<file path="config.mk">
export PLATFORM = sky130hd
export DESIGN_NAME = accum_alu_flat
export DESIGN_NICKNAME = d
export VERILOG_FILES = /design/src/rtl/alu_pkg.sv /design/src/rtl/accum_alu_if.sv /design/src/rtl/shift_add_mult.sv /design/src/rtl/accum_alu.sv /design/src/flat_wrapper.sv
export SDC_FILE = /design/constraint.sdc
export NUM_CORES = 1
export LEC_CHECK = 0
export BUFFER_PORTS_ARGS = -buffer_cell sky130_fd_sc_hd__clkbuf_2
export CORE_MARGIN = 2
export CORE_UTILIZATION = 45
export DETAILED_ROUTE_END_ITERATION = 8
export GPL_ROUTABILITY_DRIVEN = 0
export SYNTH_ARGS = -nofsm -noshare
export SYNTH_HDL_FRONTEND = slang
export SYNTH_HIERARCHICAL = 1
export SYNTH_SLANG_ARGS = --single-unit
</file>
<file path="constraint.sdc">
create_clock -name i_clk -period 9.2 [get_ports i_clk]
set_clock_uncertainty 0.05 [all_clocks]
set_input_delay 0.46 -clock i_clk [delete_from_list [all_inputs] [get_ports i_clk]]
set_output_delay 0.46 -clock i_clk [all_outputs]
set_load 0.01 [all_outputs]
</file>
<file path="src/rtl/alu_pkg.sv">
// Shared encodings for the accumulator ALU: control states and opcodes.
package alu_pkg;

  localparam int SWIDTH = 2;
  localparam int OPW    = 3;

  typedef enum logic [SWIDTH-1:0] {
    S_OFF   = 2'b00,
    S_READY = 2'b01,
    S_RUN   = 2'b10,
    S_ERROR = 2'b11
  } state_t;

  localparam logic [OPW-1:0] OP_AND  = 3'd0;
  localparam logic [OPW-1:0] OP_OR   = 3'd1;
  localparam logic [OPW-1:0] OP_XOR  = 3'd2;
  localparam logic [OPW-1:0] OP_NOT  = 3'd3;
  localparam logic [OPW-1:0] OP_ADD  = 3'd4;
  localparam logic [OPW-1:0] OP_SUB  = 3'd5;
  localparam logic [OPW-1:0] OP_MUL  = 3'd6;
  localparam logic [OPW-1:0] OP_RSVD = 3'd7;

endpackage

</file>
<file path="src/rtl/accum_alu_if.sv">
// Opcode/operand request bus and accumulator status bus of the accumulator ALU.
interface accum_alu_if
  import alu_pkg::*;
#(
  parameter int WIDTH = 8
) ();

  logic              on;
  logic              load;
  logic              op_valid;
  logic              op_ready;
  logic [OPW-1:0]    op;
  logic [WIDTH-1:0]  operand;
  logic [WIDTH-1:0]  acc;
  logic              res_valid;
  logic              error;
  logic [SWIDTH-1:0] state;

  modport master (
    output on, load, op_valid, op, operand,
    input  op_ready, acc, res_valid, error, state
  );

  modport slave (
    input  on, load, op_valid, op, operand,
    output op_ready, acc, res_valid, error, state
  );

endinterface

</file>
<file path="src/rtl/shift_add_mult.sv">
// Iterative shift-add multiplier: one multiplier bit per cycle, WIDTH cycles per product.
module shift_add_mult #(
  parameter int WIDTH = 8
) (
  input  logic                 i_clk,
  input  logic                 i_rst,
  input  logic                 i_start,
  input  logic                 i_abort,
  input  logic [WIDTH-1:0]     i_a,
  input  logic [WIDTH-1:0]     i_b,
  output logic                 o_busy,
  output logic                 o_done,
  output logic [2*WIDTH-1:0]   o_product
);

  localparam int CW = (WIDTH > 2) ? $clog2(WIDTH) : 1;

  logic [2*WIDTH-1:0] r_mcand;
  logic [WIDTH-1:0]   r_mplier;
  logic [2*WIDTH-1:0] r_prod;
  logic [CW-1:0]      r_cnt;
  logic               r_busy;
  logic [2*WIDTH-1:0] w_prod_next;
  logic               w_last;

  // The final partial sum is presented combinationally so the caller can commit it
  // on the same edge that retires the last multiplier bit.
  assign w_prod_next = r_prod + (r_mplier[0] ? r_mcand : {(2*WIDTH){1'b0}});
  assign w_last      = (r_cnt == CW'(WIDTH - 1));

  assign o_busy    = r_busy;
  assign o_done    = r_busy & w_last;
  assign o_product = w_prod_next;

  // Operand capture, iteration counting and partial-product accumulation
  always_ff @(posedge i_clk) begin
    if (i_rst) begin
      r_busy   <= 1'b0;
      r_cnt    <= {CW{1'b0}};
      r_mcand  <= {(2*WIDTH){1'b0}};
      r_mplier <= {WIDTH{1'b0}};
      r_prod   <= {(2*WIDTH){1'b0}};
    end else if (i_abort) begin
      r_busy <= 1'b0;
    end else if (r_busy) begin
      r_prod   <= w_prod_next;
      r_mcand  <= r_mcand << 1;
      r_mplier <= r_mplier >> 1;
      r_cnt    <= r_cnt + CW'(1);
      if (w_last) begin
        r_busy <= 1'b0;
      end
    end else if (i_start) begin
      r_busy   <= 1'b1;
      r_cnt    <= {CW{1'b0}};
      r_mcand  <= {{WIDTH{1'b0}}, i_a};
      r_mplier <= i_b;
      r_prod   <= {(2*WIDTH){1'b0}};
    end
  end

endmodule

</file>
<file path="src/rtl/accum_alu.sv">
// Accumulator ALU core: control FSM, accumulator, single-cycle logic/arith ops,
// overflow detection and hand-off of MUL to the iterative multiplier.
module accum_alu
  import alu_pkg::*;
#(
  parameter int WIDTH = 8
) (
  input  logic        i_clk,
  input  logic        i_rst,
  accum_alu_if.slave  bus
);

  state_t             r_state;
  logic [WIDTH-1:0]   r_acc;
  logic               r_error;
  logic               r_res_valid;

  logic               w_op_ready;
  logic               w_mul_start;
  logic               w_mul_busy;
  logic               w_mul_done;
  logic               w_mul_ovf;
  logic [2*WIDTH-1:0] w_product;
  logic [WIDTH:0]     w_sum;
  logic [WIDTH-1:0]   w_result;
  logic               w_ovf;
  logic               w_write;

  assign w_op_ready  = !i_rst && bus.on && (r_state == S_RUN) && !w_mul_busy && !bus.load;
  assign w_mul_start = w_op_ready && bus.op_valid && (bus.op == OP_MUL);
  assign w_mul_ovf   = |w_product[2*WIDTH-1:WIDTH];

  assign bus.op_ready  = w_op_ready;
  assign bus.acc       = r_acc;
  assign bus.res_valid = r_res_valid;
  assign bus.error     = r_error;
  assign bus.state     = r_state;

  shift_add_mult #(.WIDTH(WIDTH)) u_mult (
    .i_clk     (i_clk),
    .i_rst     (i_rst),
    .i_start   (w_mul_start),
    .i_abort   (!bus.on),
    .i_a       (r_acc),
    .i_b       (bus.operand),
    .o_busy    (w_mul_busy),
    .o_done    (w_mul_done),
    .o_product (w_product)
  );

  // Single-cycle result and overflow; MUL and the reserved opcode never write here
  always_comb begin
    w_sum    = {1'b0, r_acc} + {1'b0, bus.operand};
    w_result = r_acc;
    w_ovf    = 1'b0;
    w_write  = 1'b0;
    case (bus.op)
      OP_AND: begin w_result = r_acc & bus.operand; w_write = 1'b1; end
      OP_OR:  begin w_result = r_acc | bus.operand; w_write = 1'b1; end
      OP_XOR: begin w_result = r_acc ^ bus.operand; w_write = 1'b1; end
      OP_NOT: begin w_result = ~r_acc;              w_write = 1'b1; end
      OP_ADD: begin
        w_result = w_sum[WIDTH-1:0];
        w_ovf    = w_sum[WIDTH];
        w_write  = 1'b1;
      end
      OP_SUB: begin
        w_result = r_acc - bus.operand;
        w_ovf    = (r_acc < bus.operand);
        w_write  = 1'b1;
      end
      default: begin
        w_result = r_acc;
        w_ovf    = 1'b0;
        w_write  = 1'b0;
      end
    endcase
  end

  // Control FSM with accumulator, sticky error and result pulse
  always_ff @(posedge i_clk) begin
    if (i_rst) begin
      r_state     <= S_READY;
      r_acc       <= {WIDTH{1'b0}};
      r_error     <= 1'b0;
      r_res_valid <= 1'b0;
    end else begin
      r_res_valid <= 1'b0;
      if (!bus.on) begin
        r_state <= S_OFF;
      end else begin
        case (r_state)
          S_OFF: r_state <= S_READY;
          S_READY: begin
            if (bus.load) begin
              r_acc   <= bus.operand;
              r_error <= 1'b0;
              r_state <= S_RUN;
            end
          end
          S_RUN: begin
            if (w_mul_busy) begin
              if (w_mul_done) begin
                r_acc       <= w_product[WIDTH-1:0];
                r_res_valid <= 1'b1;
                if (w_mul_ovf) begin
                  r_error <= 1'b1;
                  r_state <= S_ERROR;
                end
              end
            end else if (bus.load) begin
              r_acc   <= bus.operand;
              r_error <= 1'b0;
            end else if (bus.op_valid && w_write) begin
              r_acc       <= w_result;
              r_res_valid <= 1'b1;
              if (w_ovf) begin
                r_error <= 1'b1;
                r_state <= S_ERROR;
              end
            end
          end
          S_ERROR: r_state <= S_READY;
          default: r_state <= S_OFF;
        endcase
      end
    end
  end

endmodule

</file>
<file path="src/flat_wrapper.sv">
// flat-port wrapper written by rule: the top's interface ports become plain ports
module accum_alu_flat import alu_pkg::*;
#(
  parameter int WIDTH = 8
)
  (i_clk, i_rst, bus_on, bus_load, bus_op_valid, bus_op, bus_operand, bus_op_ready, bus_acc, bus_res_valid, bus_error, bus_state);
  accum_alu_if #(.WIDTH(WIDTH)) bus_i ();
  input  logic i_clk;
  input  logic i_rst;
  input wire logic [$bits(bus_i.on)-1:0] bus_on;
  input wire logic [$bits(bus_i.load)-1:0] bus_load;
  input wire logic [$bits(bus_i.op_valid)-1:0] bus_op_valid;
  input wire logic [$bits(bus_i.op)-1:0] bus_op;
  input wire logic [$bits(bus_i.operand)-1:0] bus_operand;
  output wire logic [$bits(bus_i.op_ready)-1:0] bus_op_ready;
  output wire logic [$bits(bus_i.acc)-1:0] bus_acc;
  output wire logic [$bits(bus_i.res_valid)-1:0] bus_res_valid;
  output wire logic [$bits(bus_i.error)-1:0] bus_error;
  output wire logic [$bits(bus_i.state)-1:0] bus_state;
  assign bus_i.on = bus_on;
  assign bus_i.load = bus_load;
  assign bus_i.op_valid = bus_op_valid;
  assign bus_i.op = bus_op;
  assign bus_i.operand = bus_operand;
  assign bus_op_ready = bus_i.op_ready;
  assign bus_acc = bus_i.acc;
  assign bus_res_valid = bus_i.res_valid;
  assign bus_error = bus_i.error;
  assign bus_state = bus_i.state;
  accum_alu #(.WIDTH(WIDTH)) u_core (.i_clk(i_clk), .i_rst(i_rst), .bus(bus_i));
endmodule
</file>
# Yosys cells after proc, flatten, opt, wreduce, memory -nomap -nowiden
# Cells that the tools add are included.
# classes
n_bitwise	7
magnitude_cmp	1
muxes	42
n_addsub	4
reduce_logical	24
n_eq_ne	25
# op_table
operator	n
16-bit two-way mux	5
8-bit two-way mux	7
8-bit case mux with 6 select lines	1
6-bit AND reduction	3
16-bit adder	1
1-bit two-way mux	16
4-bit != test, second input constant	4
8-bit case mux with 2 select lines	1
2-bit two-way mux	7
3-bit equality test, second input constant	4
3-bit != test, second input constant	4
4-bit by 3-bit != test with 1-bit output, second input constant	3
8-bit by 8-bit adder with 9-bit output	1
9-bit != test, second input constant	1
8-bit bitwise AND	1
8-bit less-than comparator	1
8-bit NOT	1
8-bit OR	1
8-bit OR reduction	1
8-bit subtractor	1
8-bit XOR	1
1-bit logical AND	7
7-bit AND reduction	1
3-bit by 2-bit equality test with 1-bit output, second input constant	2
19 further kinds	28
# word_totals
input_bits	16
elab_cells	113
output_inout_bits	13
ff_bits	56

# Longest topological paths before layout
# logic_depth
ltp_word	9
ltp_mapped	16
depth_no_buf	15

# Modules after synthesis
# The synthesis kept the hierarchy.
# by_module_without_submodules
mod	cells_each	seq_area_each_um2	n_inst	area_each_um2
shift_add_mult	306	880.8	1	2539.9
accum_alu	298	240.2	1	2200.9

# Least setup slack after synthesis
# OpenSTA, ideal clock, no wires.
# synth_timing
kind	reg-to-reg
start	reg u_core.u_mult.r_mplier[0]
end	reg u_core.r_state[0] (netlist: u_core/bus.state[0])
path_stages_with_launch	16
arrival_ns	3.118
path_slack_ns	5.910
required_ns	9.028
path_cell_list	dfxtp_1 -> clkbuf_1 -> nand2_1 -> inv_1 -> ha_1 -> a21oi_1 -> nor2b_1 -> a311o_1 -> a21oi_2 -> mux2i_1 -> nand2b_1 -> nor4_1 -> a32oi_1 -> a32o_1 -> a311oi_1 -> o21ai_1
# synth_via
elab_chain_cells	5
# synth_rtl
item	line_no	text
start: declaration	shift_add_mult.sv:19	logic [WIDTH-1:0] r_mplier;
start signal: assignment	shift_add_mult.sv:41	r_mplier <= {WIDTH{1'b0}};
start signal: assignment	shift_add_mult.sv:48	r_mplier <= r_mplier >> 1;
start signal: assignment	shift_add_mult.sv:57	r_mplier <= i_b;
16-bit two-way mux	shift_add_mult.sv:28	assign w_prod_next = r_prod + (r_mplier[0] ? r_mcand : {(2*WIDTH){1'b0}});
16-bit adder	shift_add_mult.sv:28	
named net u_core.w_product[15]	accum_alu.sv:23	logic [2*WIDTH-1:0] w_product;
8-bit OR reduction	accum_alu.sv:31	assign w_mul_ovf = |w_product[2*WIDTH-1:WIDTH];
4-bit by 3-bit != test with 1-bit output (no line)	--	
6-bit AND reduction (no line)	--	
end signal: assignment	accum_alu.sv:83	r_state <= S_READY;
end signal: assignment	accum_alu.sv:90	r_state <= S_OFF;
end signal: assignment	accum_alu.sv:93	S_OFF: r_state <= S_READY;
end: declaration	accum_alu.sv:13	state_t r_state;
# The timed path passes the listed nets, and every way through them passes these cells.
# A chain may end at the register's enable or synchronous reset.

# Final worst setup path
# Same ends and word-level chain as after synthesis.

==> impl_summary.md <==
Run status
The flow ran to the end, and the final reports show no timing, DRC or antenna violations.

Floorplan
The area inside the core boundary is 10300 µm². For this configuration, the core starts out at a cell density of 46.1%. The die is 107 µm wide. For this design the top-level I/O count stands at 29. The die span in y is 107 µm. Row generation in the floorplan step produced 37 rows. The floorplan step defined a die boundary enclosing 11400 µm².

Synth
The fraction of registers with async set or reset after synthesis is 0%. A synthesized cell averages 7.85 µm². Yosys mapped the design onto 72 distinct sky130hd cell types. The synthesized netlist devotes 28.2% of its cell area to compound gates. Of all cell types, the one taking the most synthesized area is sky130_fd_sc_hd__dfxtp_1. The largest family of logic cells by synthesized area is compound AO/OA/AOI/OAI gates.

The multiplexer fraction of the synthesized cell area is 4.01%. For this run, the number of Yosys warnings is 6. Of the total synthesized cell area, the portion taken by XOR and XNOR cells is 3.33%. The cell count after synthesis came out at 604. The commonest cells after synthesis are sky130_fd_sc_hd__nor2_1 (62), sky130_fd_sc_hd__a21oi_1 (57), sky130_fd_sc_hd__dfxtp_1 (56), sky130_fd_sc_hd__ha_1 (44), sky130_fd_sc_hd__nand2_1 (40).

The post-synthesis net count is 667. Of the synthesized area, sequential elements account for 23.6%. The area fraction in and, or, nand and nor cells after synthesis is 21.4%. Among all cell types in the netlist, the one instantiated most often is sky130_fd_sc_hd__nor2_1.

Synthesis inferred 56 register bits. The fraction of post-synthesis cell area in the top cell type by area is 23.6%. The adder-cell share of the synthesized area is 12.9%. In this run the cell area of the synthesized design comes to 4740 µm². Yosys attributes the largest share of cell area to sky130_fd_sc_hd__dfxtp_1 (24%), sky130_fd_sc_hd__ha_1 (12%), sky130_fd_sc_hd__a21oi_1 (6.0%). For this run, the leading register cell type out of synthesis is sky130_fd_sc_hd__dfxtp_1. The number of flops mapped to enable cells by yosys is 0.

Timing
The transition time of the tightest slew-check pin is 0.622 ns. The time the final worst path needs with I/O delays and setup is 3.88 ns. The maximum frequency from static timing analysis is 258 MHz. The setup violation total in the final timing report is 0.

In the final timing run, aggregate negative setup slack is 0 ns. The max-slew violation count was 0. The number of failing hold endpoints at the final stage is 0.

Measured against its own limit, the worst slew margin works out to 58.5%. Setup repair after global routing left no endpoint under its margin. The post-route fraction of the period consumed by the critical path is 42.2%.

Placement
Counting tap cells, the placed design contains a total of 739 instances. The HPWL after detailed placement is 9370 µm. The count of input and output buffers is 28.

Clock tree
TritonCTS built the clock tree. The number of clock sinks is 56. The clock latency of the later-clocked register in the worst-skew pair is 0.31 ns. The clock tree buffer depth is 2. The cell at the root of the clock tree is sky130_fd_sc_hd__clkbuf_8. The number of levels the H-tree was split into is 2. The post-CTS setup buffer count is 0. Gates resized during post-CTS repair numbered 0. The number of clock buffers added by TritonCTS is 5.

The number of hold buffers added after CTS is 0. The clock slew seen by the registers of the worst setup and hold paths is 0.11 ns.

Flow run
Across the run, the number of max-cap violations was 0.

Min path
The worst hold path was traced through 2 stages. The tightest min-delay check is of the reg -> reg type.

Power
The internal power summed over all cells is 366 µW. Dividing total power by cell area gives a power density of 110 nW/µm². The leakage power total is 0.00198 µW.

The share of total power in combinational logic is 26.8%. Of the total power, registers draw 46.9%. The part of the total power dissipated in the clock network is 26.3%. The analysis attributes to net switching a power of 183 µW. IR analysis of the VDD net gives a maximum drop of 0.0511 mV. After layout, the design draws a total of 549 µW. Net switching is 33.3% of the power.

Worst setup path
The largest individual stage delay along the critical path comes from the cell sky130_fd_sc_hd__dfxtp_1. By startpoint and endpoint, the worst setup path is classified as reg -> reg. On the critical path the largest part of the delay comes from compound AO/OA/AOI/OAI gates.

The maximum fanout along the worst path is 17. The kind of launch point of the worst setup path is a flip-flop. The count of cell instances traversed by the critical path is 14. The data arrival at the endpoint of the critical path is 4.04 ns. The buffers plus inverters on the worst setup path is 1. The delay of the slowest cell on the worst path is 0.60 ns. The required time of the worst setup path is 9.36 ns.

The signal on the critical path passes through and2_1 > ha_1 > inv_1 > fa_1 > nand2b_1 > a21oi_1 > o21ai_1 > nor2b_1 > xnor2_1 > nor4_1 > a32oi_1 > a32o_1 > a311oi_1 > o21ai_1. STA classifies the critical path endpoint as a flip-flop. The most numerous cell type found on the critical path is sky130_fd_sc_hd__o21ai_1.

For the worst flop-to-flop path, the logic depth is 14.

Drt
Detailed routing inserted a total of 4418 vias. The number of nets with antenna violations after routing is 0. The first detailed-routing pass took 5 iterations.

The average wire per cell in the routed design is 17.0 µm. For this run, design rule violations remaining after detail routing come to 0. The detailed-route vias per instance is 5.91. The number of DRC markers after the initial detailed-route iteration is 292.

The routed design has 12700 µm of wire.

Global routing
The global route total overflow is 0. Entering global routing, the biggest net connects 51 pins. The initial antenna violation count was 0.

The via count of the first global-routing pass was 4223. Global routing consumed, over all layers together, 22.8% of the routing resources. The first global-routing pass estimated 21300 µm of wire.

Cells and area
The non-filler instance count after layout is 747. The net count of the finished layout is 673. The antenna diode count is 0. Registers take 1120 µm².

The proportion of layout cells with a drive suffix above 1 is 9.49%. The area growth from synthesis to layout is 5.52%. The layout filler cell count is 1034. The multi-input combinational cell area is 3310 µm².
path summary, 6_finish.rpt:
path	slack (ns)	startpoint	end
worst max-delay path	5.32	u_core/u_mult/r_mplier[0]	u_core/bus.state[0]
worst min-delay path	0.41	u_core/u_mult/r_prod[0]	u_core/u_mult/r_prod[0]
worst max register to register	5.32	u_core/u_mult/r_mplier[0]	u_core/bus.state[0]
worst min register to register	0.41	u_core/u_mult/r_prod[0]	u_core/u_mult/r_prod[0]
cells in the final DEF (no fill, tap or decap), drive strengths merged, types with 7 or more instances in the layout:
master   n
inv     37
nand3   18
xnor2   15
nor3    11
o221ai   7
and2    19
clkbuf  35
nand2   40
a22o     8
nand2b  14
ha      44
dfxtp   56
o21ai   28
a211oi  22
a21oi   60
nor2    64
mux2i   19
a22oi    8
nor2b   12
sequential cells by signal, indices dropped and copies added, names as in the netlist:
name                    cells
u_core/bus.acc              8
u_core/bus.error            1
u_core/bus.res_valid        1
u_core/u_mult/r_mcand      16
u_core/u_mult/o_busy        1
u_core/bus.state            2
u_core/u_mult/r_prod       16
u_core/u_mult/r_cnt         3
u_core/u_mult/r_mplier      8
stage by stage:
| step | instance area (µm²) | setup WS, ns | hold WS [ns] | utilization [%] |
|---|---|---|---|---|
| floorplan | 4740 | 5.91 | 0.382 | - |
| detailed placement | 4910 | 5.42 | 0.400 | 47.8 |
| finish | 5000 | 5.32 | 0.414 | 48.7 |
| CTS | 5000 | 5.42 | 0.420 | 48.7 |
| global placement | 4910 | 5.51 | 0.394 | 47.8 |
| global route | 5000 | 4.97 | 0.437 | 48.7 |
power by group through the flow:
stage	Combinational (µW)	Sequential (µW)	Clock (µW)
finish	147	258	145
global route	164	259	158
CTS	146	258	148
detailed placement	145	263	0
global placement	143	263	0
floorplan	111	262	0
worst register-to-register path, cell delays in order, from the launching register on:
cell,delay [ns]
sky130_fd_sc_hd__dfxtp_1,0.60
sky130_fd_sc_hd__and2_1,0.20
sky130_fd_sc_hd__ha_1,0.17
sky130_fd_sc_hd__inv_1,0.06
sky130_fd_sc_hd__fa_1,0.42
sky130_fd_sc_hd__nand2b_1,0.18
sky130_fd_sc_hd__a21oi_1,0.30
sky130_fd_sc_hd__o21ai_1,0.14
sky130_fd_sc_hd__nor2b_1,0.15
sky130_fd_sc_hd__xnor2_1,0.15
sky130_fd_sc_hd__nor4_1,0.41
sky130_fd_sc_hd__a32oi_1,0.28
sky130_fd_sc_hd__a32o_1,0.31
sky130_fd_sc_hd__a311oi_1,0.26
sky130_fd_sc_hd__o21ai_1,0.09
per-layer routing:
metal / global-route usage (%) / routed length, µm / part of all wire [%] / vias to the layer above
li1: - / - / - / 2190
met1: 31.3 / 5940 / 47 / 2111
met2: 38.9 / 6160 / 48 / 105
met3: 1.70 / 427 / 3.4 / 12
met4: 5.84 / 185 / 1.5 / 0
met5: 0 / 0 / 0 / -
layout make-up:
class                           count  share of cell area [%]
Clock buffer                        7                    1.73
Clock inverter                      1                   0.150
Inverter                           37                    2.78
Multi-Input combinational cell    478                    66.1
Sequential cell                    56                    22.4
Tap cell                          136                    3.40
Timing Repair Buffer               32                    3.40
logic make-up after synthesis:
group | Yosys count
and+or+nand+nor | 203
AOI/OAI and AO/OA | 191
buffers and inverters | 70
DFF | 56
adders and majority gates | 47
muxes | 19
xor gates and xnor gates | 18
No activity file was read; power rests on OpenSTA's default activity.
